**config.mk**
```make
export PLATFORM = sky130hd
export DESIGN_NAME = step_segment_runner
export DESIGN_NICKNAME = d
export VERILOG_FILES = /design/src/rtl/step_segment_runner.sv
export SDC_FILE = /design/constraint.sdc
export NUM_CORES = 1
export LEC_CHECK = 0
export BUFFER_PORTS_ARGS = -buffer_cell sky130_fd_sc_hd__buf_4
export CORE_ASPECT_RATIO = 1.75
export CORE_MARGIN = 10
export CORE_UTILIZATION = 50
export CTS_CLUSTER_SIZE = 28
export DETAILED_ROUTE_END_ITERATION = 7
export PLACE_DENSITY = 0.78
export SETUP_SLACK_MARGIN = 0.2
export SLEW_MARGIN = 30
export SYNTH_ARGS = -nofsm -noshare
export SYNTH_HDL_FRONTEND = slang
export SYNTH_SLANG_ARGS = --single-unit
export TNS_END_PERCENT = 20
```
**constraint.sdc**
```tcl
create_clock -name clk -period 4.9 [get_ports clk]
set_input_delay 0.98 -clock clk [delete_from_list [all_inputs] [get_ports clk]]
set_output_delay 0.98 -clock clk [all_outputs]
set_load 0.005 [all_outputs]
```
**src/rtl/step_segment_runner.sv**
```systemverilog
// Segment runner: pops motion records from the record FIFO and turns each one
// into direction levels plus a train of fixed-width step pulses on the selected axes.
module step_segment_runner #(
    parameter int unsigned NumAxes        = 4,
    parameter int unsigned RecordSizeBits = 128,
    parameter int unsigned PulseWidth     = 4,
    parameter int unsigned DirSetup       = 2
) (
    input  logic                      clk,
    input  logic                      rst_n,
    input  logic                      enable,
    input  logic                      fifo_empty,
    input  logic [RecordSizeBits-1:0] fifo_record,
    output logic                      fifo_read_en,
    input  logic                      clear_underrun,
    output logic [NumAxes-1:0]        step,
    output logic [NumAxes-1:0]        dir,
    output logic                      busy,
    output logic                      done,
    output logic                      underrun
);

    localparam int unsigned     CntW      = 32;
    localparam logic [CntW-1:0] MinPeriod = CntW'(PulseWidth + 1);
    localparam logic [CntW-1:0] PulseLen  = CntW'(PulseWidth);
    localparam logic [CntW-1:0] SetupLast = CntW'((DirSetup > 0) ? DirSetup - 1 : 0);
    localparam bit              HasSetup  = (DirSetup > 0);

    typedef enum logic [1:0] {
        ST_IDLE  = 2'd0,
        ST_SETUP = 2'd1,
        ST_RUN   = 2'd2
    } state_e;

    // Record field decode; bits outside the defined fields are don't-care.
    logic [CntW-1:0]    rec_steps;
    logic [CntW-1:0]    rec_period;
    logic [NumAxes-1:0] rec_dir;
    logic [NumAxes-1:0] rec_mask;
    logic               rec_last;
    logic               unused_rec;

    assign rec_steps  = fifo_record[31:0];
    assign rec_period = fifo_record[63:32];
    assign rec_dir    = fifo_record[64 +: NumAxes];
    assign rec_mask   = fifo_record[72 +: NumAxes];
    assign rec_last   = fifo_record[80];
    assign unused_rec = ^fifo_record;

    state_e             state_q, state_d;
    logic [CntW-1:0]    steps_left_q, steps_left_d;
    logic [CntW-1:0]    period_q, period_d;
    logic [CntW-1:0]    phase_q, phase_d;
    logic [CntW-1:0]    setup_cnt_q, setup_cnt_d;
    logic [NumAxes-1:0] mask_q, mask_d;
    logic               last_q, last_d;
    logic [NumAxes-1:0] dir_q, dir_d;
    logic [NumAxes-1:0] step_q, step_d;
    logic               busy_q, busy_d;
    logic               done_q, done_d;
    logic               underrun_q, underrun_d;
    logic               seg_end;
    logic               seg_last;

    // Pop request; the FIFO advances on the same edge that latches the record.
    assign fifo_read_en = (state_q == ST_IDLE) && enable && !fifo_empty;

    // Next-state and registered-output logic.
    always_comb begin
        state_d      = state_q;
        steps_left_d = steps_left_q;
        period_d     = period_q;
        phase_d      = phase_q;
        setup_cnt_d  = setup_cnt_q;
        mask_d       = mask_q;
        last_d       = last_q;
        dir_d        = dir_q;
        seg_end      = 1'b0;
        seg_last     = 1'b0;

        unique case (state_q)
            ST_IDLE: begin
                if (fifo_read_en) begin
                    if (rec_steps == '0) begin
                        seg_end  = 1'b1;
                        seg_last = rec_last;
                    end else begin
                        steps_left_d = rec_steps;
                        period_d     = (rec_period < MinPeriod) ? MinPeriod : rec_period;
                        mask_d       = rec_mask;
                        last_d       = rec_last;
                        dir_d        = rec_dir;
                        phase_d      = '0;
                        setup_cnt_d  = '0;
                        state_d      = HasSetup ? ST_SETUP : ST_RUN;
                    end
                end
            end
            ST_SETUP: begin
                if (setup_cnt_q == SetupLast) begin
                    state_d = ST_RUN;
                    phase_d = '0;
                end else begin
                    setup_cnt_d = setup_cnt_q + CntW'(1);
                end
            end
            ST_RUN: begin
                if (phase_q == period_q - CntW'(1)) begin
                    phase_d      = '0;
                    steps_left_d = steps_left_q - CntW'(1);
                    if (steps_left_q == CntW'(1)) begin
                        state_d  = ST_IDLE;
                        seg_end  = 1'b1;
                        seg_last = last_q;
                    end
                end else begin
                    phase_d = phase_q + CntW'(1);
                end
            end
            default: state_d = ST_IDLE;
        endcase

        // Set has priority over a coincident clear.
        done_d     = seg_end && seg_last;
        underrun_d = (underrun_q && !clear_underrun) || (seg_end && !seg_last && fifo_empty);

        step_d = ((state_d == ST_RUN) && (phase_d < PulseLen)) ? mask_d : '0;
        busy_d = (state_d != ST_IDLE);
    end

    always_ff @(posedge clk or negedge rst_n) begin
        if (!rst_n) begin
            state_q      <= ST_IDLE;
            steps_left_q <= '0;
            period_q     <= '0;
            phase_q      <= '0;
            setup_cnt_q  <= '0;
            mask_q       <= '0;
            last_q       <= 1'b0;
            dir_q        <= '0;
            step_q       <= '0;
            busy_q       <= 1'b0;
            done_q       <= 1'b0;
            underrun_q   <= 1'b0;
        end else begin
            state_q      <= state_d;
            steps_left_q <= steps_left_d;
            period_q     <= period_d;
            phase_q      <= phase_d;
            setup_cnt_q  <= setup_cnt_d;
            mask_q       <= mask_d;
            last_q       <= last_d;
            dir_q        <= dir_d;
            step_q       <= step_d;
            busy_q       <= busy_d;
            done_q       <= done_d;
            underrun_q   <= underrun_d;
        end
    end

    assign step     = step_q;
    assign dir      = dir_q;
    assign busy     = busy_q;
    assign done     = done_q;
    assign underrun = underrun_q;

endmodule

```
# [Word-level counts from Yosys, hierarchy flattened]
# Cells that the tools add are included.
[word_totals] register_bits=146 output_inout_bits=12 mem_bits_ro=0 ram_bits=0 mem_count=0 input_bits=133 elab_cells=82 latch_bits=0
[op_classes] n_bitwise=1 n_addsub=4 div=0 magnitude_cmp=2 n_mux=34 eq_ne=10 reduce_logical=19 n_shift=0 multipliers=0
[ops] cell="two-way mux 32 bit" n=11
[ops] cell="one-hot mux 32 bit (2 select lines)" n=2
[ops] cell="one-hot mux 32 bit (3 select lines)" n=1
[ops] cell="adder 32 x 1 -> 32 bit (second input constant)" n=2
[ops] cell="== test 32 x 1 -> 1 bit (second input constant)" n=2
[ops] cell="less-than comparator 32 x 3 -> 1 bit (second input constant)" n=2
[ops] cell="subtractor 32 x 1 -> 32 bit (second input constant)" n=2
[ops] cell="== test 32 bit" n=1
[ops] cell="zero test 32 bit" n=1
[ops] cell="two-way mux 4 bit" n=4
[ops] cell="two-way mux 2 bit" n=5
[ops] cell="two-way mux 1 bit" n=8
[ops] cell="inequality test 2 bit (second input constant)" n=4
[ops] cell="AND reduction 4 bit" n=2
[ops] cell="logical AND 1 bit" n=7
[ops] cell="one-hot mux 2 bit (3 select lines)" n=1
[ops] cell="nonzero test 2 bit" n=3
[ops] cell="== test 2 bit (second input constant)" n=2
[ops] cell="one-hot mux 1 bit (2 select lines)" n=2
[ops] cell="zero test 1 bit" n=3
[ops] cell="AND reduction 3 bit" n=1
[ops] cell="== test 2 x 1 -> 1 bit (second input constant)" n=1
[ops] cell="zero test 2 bit" n=1
[ops] cell="logical OR 1 bit" n=1
[ops] cell="NOT 1 bit" n=1

# [Logic depth before layout (Yosys ltp)]
# Gate-level depths: netlist of the first run.
[depth] ltp_word=9 mapped_depth=14 ltp_nobuf=11

# [Worst setup path before layout of the first run]
# OpenSTA, ideal clock, no wires.
[synth_timing] kind="input port to flip-flop" from="in fifo_empty" to="reg setup_cnt_q[31]" t_arrival_ns=3.506 slack_ns=1.262 path_buffers=2 t_required_ns=4.768 setup_time_ns=0.132 cell_stages=10 cell_sequence="nor4b_1 -> o21a_1 -> clkbuf_1 -> o21ba_2 -> or4_1 -> clkbuf_1 -> nor4_1 -> nand4_1 -> xor2_1 -> nor2_1"
[synth_between] elab_chain_cells=4
[synth_lines] element="start: declaration" line="12" text="input logic fifo_empty,"
[synth_lines] element="zero test 1 bit" line="66" text="assign fifo_read_en = (state_q == ST_IDLE) && enable && !fifo_empty;"
[synth_lines] element="logical AND 1 bit" line="66"
[synth_lines] element="inequality test 2 bit (no source line)"
[synth_lines] element="AND reduction 4 bit (no source line)"
[synth_lines] element="end signal: assignment" line="150" text="setup_cnt_q <= setup_cnt_d;"
[synth_lines] element="end: declaration" line="54" text="logic [CntW-1:0] setup_cnt_q, setup_cnt_d;"
# No other way between the ends.
# A chain may end at the register's enable or synchronous reset.

# [Worst setup path after layout of the first run]
[layout_timing] from="reg phase_q[0]" to="reg step_q[1], in the netlist step[1]"
[layout_between] elab_chain_cells=6 elab_cells_between_ends=13 cone_classes="add/sub (1); order compare (1); eq/ne (2); mux (8); reduce/logical (1)"
[layout_lines] element="start: declaration" line="53" text="logic [CntW-1:0] phase_q, phase_d;"
[layout_lines] element="start signal: assignment" line="149" text="phase_q <= phase_d;"
[layout_lines] element="adder 32 x 1 -> 32 bit (tied with other cells)" line="117" text="phase_d = phase_q + CntW'(1);"
[layout_lines] element="two-way mux 32 bit (tied with other cells)" line="108" text="if (phase_q == period_q - CntW'(1)) begin"
[layout_lines] element="one-hot mux 32 bit (3 select lines) / one-hot mux 2 bit (3 select lines) (equally long branches)" line="81" text="unique case (state_q)"
[layout_lines] element="less-than comparator 32 x 3 -> 1 bit / == test 2 bit (equally long branches)" line="127" text="step_d = ((state_d == ST_RUN) && (phase_d < PulseLen)) ? mask_d : '0;"
[layout_lines] element="logical AND 1 bit *" line="127"
[layout_lines] element="two-way mux 4 bit *" line="127"
[layout_lines] element="net step_d[1]" line="58" text="logic [NumAxes-1:0] step_q, step_d;"
[layout_lines] element="end signal: assignment" line="154" text="step_q <= step_d;"
[layout_lines] element="end: declaration" line="58"
# The timed path passes the listed nets; every way through them passes the cells marked *.

==> metrics.txt, run 1 <==
status=finished clean; sequential share of power=0.426; cts hold-fix bufs=0; die area=0.0244 sq mm; Post-DP Area=0.0100 sq mm; nets=1248; Hold WC Path Type=register to register; Final setup violation count=0; Initial Util=0.508; Via Count=8498; final design area excluding fillers=0.0107 sq mm; Global Route met2 Usage=0.387; clock transition at the registers of the reported paths=0.06 ns; ys async rst share=1.00; gr busiest metal=met2; Yosys warning count=0; core area=0.0181 sq mm; clock tree buffer depth=2; crit path kind=register to register; CTS Buf Count=17; Yosys cell types=65; Sum Neg Setup Slack=0 ns; Pwr per Cell Area=320 mW/mm^2; Residual DRC=0; setup bufs post-CTS=0; DRT antenna net count=0; routing usage on met3=0.0466; RSZ-0062 raised after global routing=false; Via density=6.27; Seq cells post-synth=146; Internal=2440 uW; most common cell after layout, fill and taps aside=dfrtp_1; vias in the first global route=8595; critical path arrival=4.41 ns; clk_skew=0.00961 ns; Crit. End Element=register; Detailed Route WL=26200 microns; Post-DP HPWL=19200 microns; drt first pass iters=6; Die W=122 microns; final setup margin=0.841 ns; slew at the pin closest to its max-slew limit=0.929 ns; pre-CTS setup slack=0.767 ns; port bufs=89; CP max FO=6; mapped cell area=0.00917 sq mm; clk sinks=146; GR Overflow Total=0; H-tree levels=4; die height=199 microns; latest clock arrival within the worst-skew pair=0.44 ns; post-CTS resize count=0; LEAKAGE=0.00440 uW; switching portion of total power=0.286; Clk pwr share=0.425; layout cell share with drive strength beyond 1=0.173; GRT Total Usage=0.218; switching power=979 uW; top_reg_cell synth=dfrtp_1; I/O pin count=145; RePlAce Congestion=0.958; CTS tree=built; fin util=0.592; Final Hold Viols=0; syn_nets=1194; Post-synth EDFFs=0; FMAX=0.246 GHz; post-layout min period=4.06 ns; first-pass GRT wire length=42600 microns; WL per Instance=19.3 microns; Fin Hold WS=0.494 ns; Final Cycle Share=0.828; GR Util met1=0.223; largest net degree at the start of global routing=85; Worst Path Required=5.25 ns; Max IR drop VDD=0.000246 V; Rows=65; Slew Limit Fails=0; Root Driver=clkbuf_16; Slew HR=0.365; Comb power frac=0.149; Synth Instances=1055; Iteration-0 DRC Markers=525; Syn Area/Cell=8.69 sq um; ANT cells=0; initial antenna violation count=0; Area Overhead vs Synth=16.6%; sequential area share after synthesis=0.398; startpoint types=register; max_cap viols=0; most frequent cells in the layout=dfrtp_1 (146), buf_4 (105), nor2_1 (90), o21ai_0 (90), nand2_1 (72)
[metal layers]
metal,vias to the layer above,part of all wire
li1,4046,-
met1,4079,0.37
met2,282,0.53
met3,91,0.051
met4,0,0.055
met5,-,0
[final cells by class]
type                       instances  area, sq um
clock buffer                      17          425
clock inverter                    15          230
fill                            1636         7360
inverter                          24         90.1
multi-input combinational        813         5170
sequential                       146         3650
tap                              234          293
timing repair buffer             107          827
[kinds of logic after synthesis]
family / Yosys count / share of synthesized area
fa+ha+maj: 6 / 0.00819
mux: 45 / 0.0543
xor+xnor: 72 / 0.0688
simple gates: 437 / 0.253
flops: 146 / 0.398
buf+inv: 96 / 0.0413
compound gates: 253 / 0.176
[cell usage after synthesis (all sizes together) (15+ instances only)]
cell type / instances / area (sq um)
dfrtp: 146 / 3650
or4: 16 / 128
nand4: 34 / 213
a22oi: 15 / 113
nor4: 52 / 338
mux2: 38 / 428
inv: 24 / 90.1
nor2: 90 / 338
clkbuf: 63 / 236
xor2: 31 / 272
nand2: 72 / 270
o21ai: 90 / 450
nand3: 40 / 200
a21oi: 43 / 215
nor3: 52 / 260
xnor2: 41 / 359
[critical path, stage by stage (launching register included)]
cell and delay, ns:
dfrtp_1 0.44, ha_1 0.30, nand3_1 0.22, nor2_1 0.36
nand2_1 0.20, a221o_1 0.39, a2111oi_0 0.74, o211ai_1 0.25
or3_1 0.41, a211o_1 0.40, nor3b_1 0.24
[sequential cells by signal, summed over array words and instances (netlist names)]
register,cells
period_q,32
phase_q,32
setup_cnt_q,32
steps_left_q,32
dir,4
mask_q,4
step,4
state_q,2
busy,1
done,1
last_q,1
underrun,1
[worst paths after layout]
check | start | endpoint | slack [ns] | cells past startpoint
setup / recovery | phase_q[0] | step[1] | 0.84 | 10
hold / removal | mask_q[1] | mask_q[1] | 0.49 | 1
setup reg to reg | phase_q[0] | step[1] | 0.84 | 10
hold reg to reg | mask_q[1] | mask_q[1] | 0.49 | 1
max in group asynchronous | rst_n | period_q[25] | 3.39 | 2
min in group asynchronous | rst_n | setup_cnt_q[24] | 0.57 | 1
[power groups by stage]
stage               registers (uW)  clock network [uW]  logic [uW]
floorplan                     1380                   0         399
global placement              1470                   0         492
detailed placement            1470                   0         505
CTS                           1450                1470         508
global route                  1470                1530         570
finish                        1460                1450         508
[per-stage QoR]
stage,instances,total power [uW]
global placement,1323,1960
detailed placement,1323,1980
finish,1356,3420
CTS,1355,3430
floorplan,1055,1780
global route,1356,3570
No activity file was read; power rests on OpenSTA's default activity.
==> inputs of run 2 (changes only) <==
--- a/config.mk
+++ b/config.mk
@@ -5,13 +5,14 @@
 export SDC_FILE = /design/constraint.sdc
 export NUM_CORES = 1
 export LEC_CHECK = 0
+export ABC_AREA = 1
 export BUFFER_PORTS_ARGS = -buffer_cell sky130_fd_sc_hd__buf_4
 export CORE_ASPECT_RATIO = 1.75
 export CORE_MARGIN = 10
 export CORE_UTILIZATION = 50
 export CTS_CLUSTER_SIZE = 28
 export DETAILED_ROUTE_END_ITERATION = 7
-export PLACE_DENSITY = 0.78
+export PLACE_DENSITY = 0.77
 export SETUP_SLACK_MARGIN = 0.2
 export SLEW_MARGIN = 30
 export SYNTH_ARGS = -nofsm -noshare
==> constraint.sdc (replaced) <==
create_clock -name clk -period 4.19 [get_ports clk]
set_input_delay 0.838 -clock clk [delete_from_list [all_inputs] [get_ports clk]]
set_output_delay 0.838 -clock clk [all_outputs]
set_load 0.005 [all_outputs]
==> run 2 against run 1 <==
Maximum frequency rose by 17%. Global-route usage fell by 0.28 points. Hold slack got worse by 0.013 ns. Die area rose by 6.3%. Clock power rose by 9%. Routed wire length rose by 8.1%.
==> metrics.txt, run 2 <==
post-layout min period=3.46 ns (-0.600 ns); slew at the pin closest to its max-slew limit=0.896 ns (-0.0329 ns); top_reg_cell synth=dfrtp_1; Top Family by Delay on Critical Path=simple AND/OR/NAND/NOR gates; clock tree buffer depth=2 (unchanged); RR Startpoint=period_q[1]; Metal-1 WL=10200 microns (+6.1%); critical path arrival=3.77 ns (-0.64 ns); largest net degree at the start of global routing=94 (+11%); Residual DRC=0 (unchanged); Via density=5.48 (-13%); Post-Synth XOR/XNOR Area=0.0811 (+0.0123); Crit. End Element=register; Final Hold Viols=0 (unchanged); Final Cycle Share=0.825 (-0.00293); syn_nets=1538 (+29%); port bufs=89 (unchanged); CTS tree=built; max_cap viols=0 (unchanged); Seq cells post-synth=146 (unchanged); Adder-Cell Fraction of Synth Area=0.00764 (-0.000552); post-route insts no fill=1725 (+27%); CP max FO=38 (+32); first-pass GRT wire length=45500 microns (+6.7%); Synth Instances=1399 (+33%); post-synth top area share=0.372 (-0.0269); Via Count=9456 (+11%); dominant cell by count in the synthesized netlist=nand2_1; Hold WC Path Type=input port to asynchronous set/reset pin; Pwr Total=3290 uW (-3.9%); pre-CTS setup slack=0.640 ns (-0.127 ns); sequential area share after synthesis=0.372 (-0.0269); Pwr per Cell Area=291 mW/mm^2 (-9.1%); Root Driver=clkbuf_16; final setup margin=0.732 ns (-0.110 ns); CTS Buf Count=17 (unchanged); largest stage delay on the critical path=0.61 ns (-0.13 ns); clk_skew=0.0129 ns (+0.00334 ns); most common cell after layout, fill and taps aside=nand2_1; drt first pass iters=5 (-1); Die W=126 microns (+3.0%); area leader, netlist=dfrtp_1; GRT Total Usage=0.215 (-0.00280); Iteration-0 DRC Markers=635 (+21%); routed wl met2=15600 microns (+13%); initial antenna violation count=0 (unchanged); LEAKAGE=0.00585 uW (+33%); setup bufs post-CTS=0 (unchanged); post-synthesis simple-gate area fraction=0.372 (+0.119); placed cell count=1695 (+28%); reg2reg end=steps_left_q[12]; latest clock arrival within the worst-skew pair=0.43 ns (about the same); Post-synth EDFFs=0 (unchanged); status=finished clean; CP dominant cell by count=nand2_1; WL per Instance=16.4 microns (-15%); Final setup violation count=0 (unchanged); Worst Path Required=4.51 ns (-0.74 ns); nets=1612 (+29%); most frequent cells in the layout=nand2_1 (372), nor2_1 (197), dfrtp_1 (146); die area=0.0259 sq mm (+6.3%); clock transition at the registers of the reported paths=0.07 ns (about the same); Top Layer Used=met4; Syn Area/Cell=7.03 sq um (-19%); top post-synthesis cells by count=nand2_1 (372), nor2_1 (198), dfrtp_1 (146); GR Overflow Total=0 (unchanged); Yosys warning count=0 (unchanged); synth top area cells=dfrtp_1 (37%), nand2_1 (14%), nor2_1 (7.6%); Met3 Wirelength=957 microns (-28%); slowest cell on the critical path=clkinv_2; R2R setup slack=0.73 ns (-0.11 ns); crit path buf inv count=3 (+3); Slew HR=0.403 (+0.0379); instance count on the critical path=18 (+8); I/O pin count=145 (unchanged); FMAX=0.289 GHz (+17%); Slew Limit Fails=0 (unchanged); mapped cell area=0.00983 sq mm (+7.2%); ys async rst share=1.00 (unchanged); clk sinks=146 (unchanged); Sum Neg Setup Slack=0 ns (unchanged); DRT antenna net count=0 (unchanged); Max IR drop VDD=0.000221 V (-10%); largest family of logic cells by synthesized area=simple AND/OR/NAND/NOR gates; layout cell share with drive strength beyond 1=0.130 (-0.0429); Yosys cell types=53 (-18%); RePlAce Congestion=0.947 (-1.2%); Area Overhead vs Synth=14.9%; critical path capture point=steps_left_q[12]; die height=206 microns (+3.2%); Critical path origin=period_q[1]; Post-DP HPWL=21600 microns (+13%); vias in the first global route=9447 (+9.9%); Detailed Route WL=28300 microns (+8.1%); startpoint types=register; ANT cells=0 (unchanged); crit path kind=register to register; r2r worst-path depth=18 (+8); core area=0.0193 sq mm (+6.8%); Initial Util=0.510 (+0.00210); mux cell area share after synthesis=0 (-0.0543); H-tree levels=4 (unchanged); RSZ-0062 raised after global routing=false; compound-cell area share of the yosys netlist=0.0869 (-0.0888); Fin Hold WS=0.481 ns (-0.0126 ns); Rows=67 (+3.1%); worst-path cell chain=inv_1 -> ha_1 -> nand2_2 -> nor2_8 -> nand2_4 -> nor2_2 -> nand2_1 -> nand2_1 -> nor2_1 -> nand2_1 -> nor2_2 -> nand3_4 -> nand2_1 -> o211ai_2 -> clkinv_2 -> buf_4 -> nor2_1 -> a31oi_1
## run 2: changes by cell type after synthesis, moves of 32 or more
cell      previous run  this run
mux2_2              38         0
nor2_1              90       198
inv_1               24       144
xor2_1              31        63
clkbuf_1            63        31
nand2_1             72       372
## run 2: cells by family after synthesis
family,count (synthesis)
compound gates,148
xor+xnor,91
simple gates,806
flops,146
buf+inv,202
fa+ha+maj,6
## run 2: worst min-delay path by stage
stage / endpoint / depth (start not counted) / slack (ns) / startpoint
6_report: steps_left_q[20] / 1 / 0.48 / rst_n
5_1_grt: dir[0] / 2 / 0.50 / dir[0]
4_1_cts: dir[0] / 2 / 0.48 / dir[0]
3_5_place_dp: dir[0] / 2 / 0.47 / dir[0]
3_3_place_gp: dir[0] / 2 / 0.46 / dir[0]
2_1_floorplan: last_q / 2 / 0.45 / last_q
## run 2: layout make-up
cell class / count / area, sq um
Clock inverter: 10 / 134
Clock buffer: 20 / 467
Inverter: 158 / 594
Timing Repair Buffer: 99 / 759
Fill cell: 1804 / 7980
Multi-Input combinational cell: 1051 / 5390
Tap cell: 241 / 302
Sequential cell: 146 / 3650
## run 2: per-stage QoR
stage          area (sq um)   util
2_1_floorplan          9830      -
3_3_place_gp          10700  0.555
3_5_place_dp          10700  0.555
4_1_cts               11300  0.586
5_1_grt               11300  0.586
6_report              11300  0.586
## run 2: layer usage
metal,up-vias,track usage
li1,4661,-
met1,4452,0.211
met2,248,0.410
met3,95,0.0368
met4,0,0.124
met5,-,0
## run 2: report_power, final
part / internal, uW / switching, uW
Combinational: 102 / 140
Sequential: 1430 / 29.6
Clock: 973 / 608
Total: 2510 / 777
## run 2: timing repair
action / CTS / global route
hold buffers: 0 / 0
setup endpoints to repair: 0 / 3
resized for setup: 0 / 1
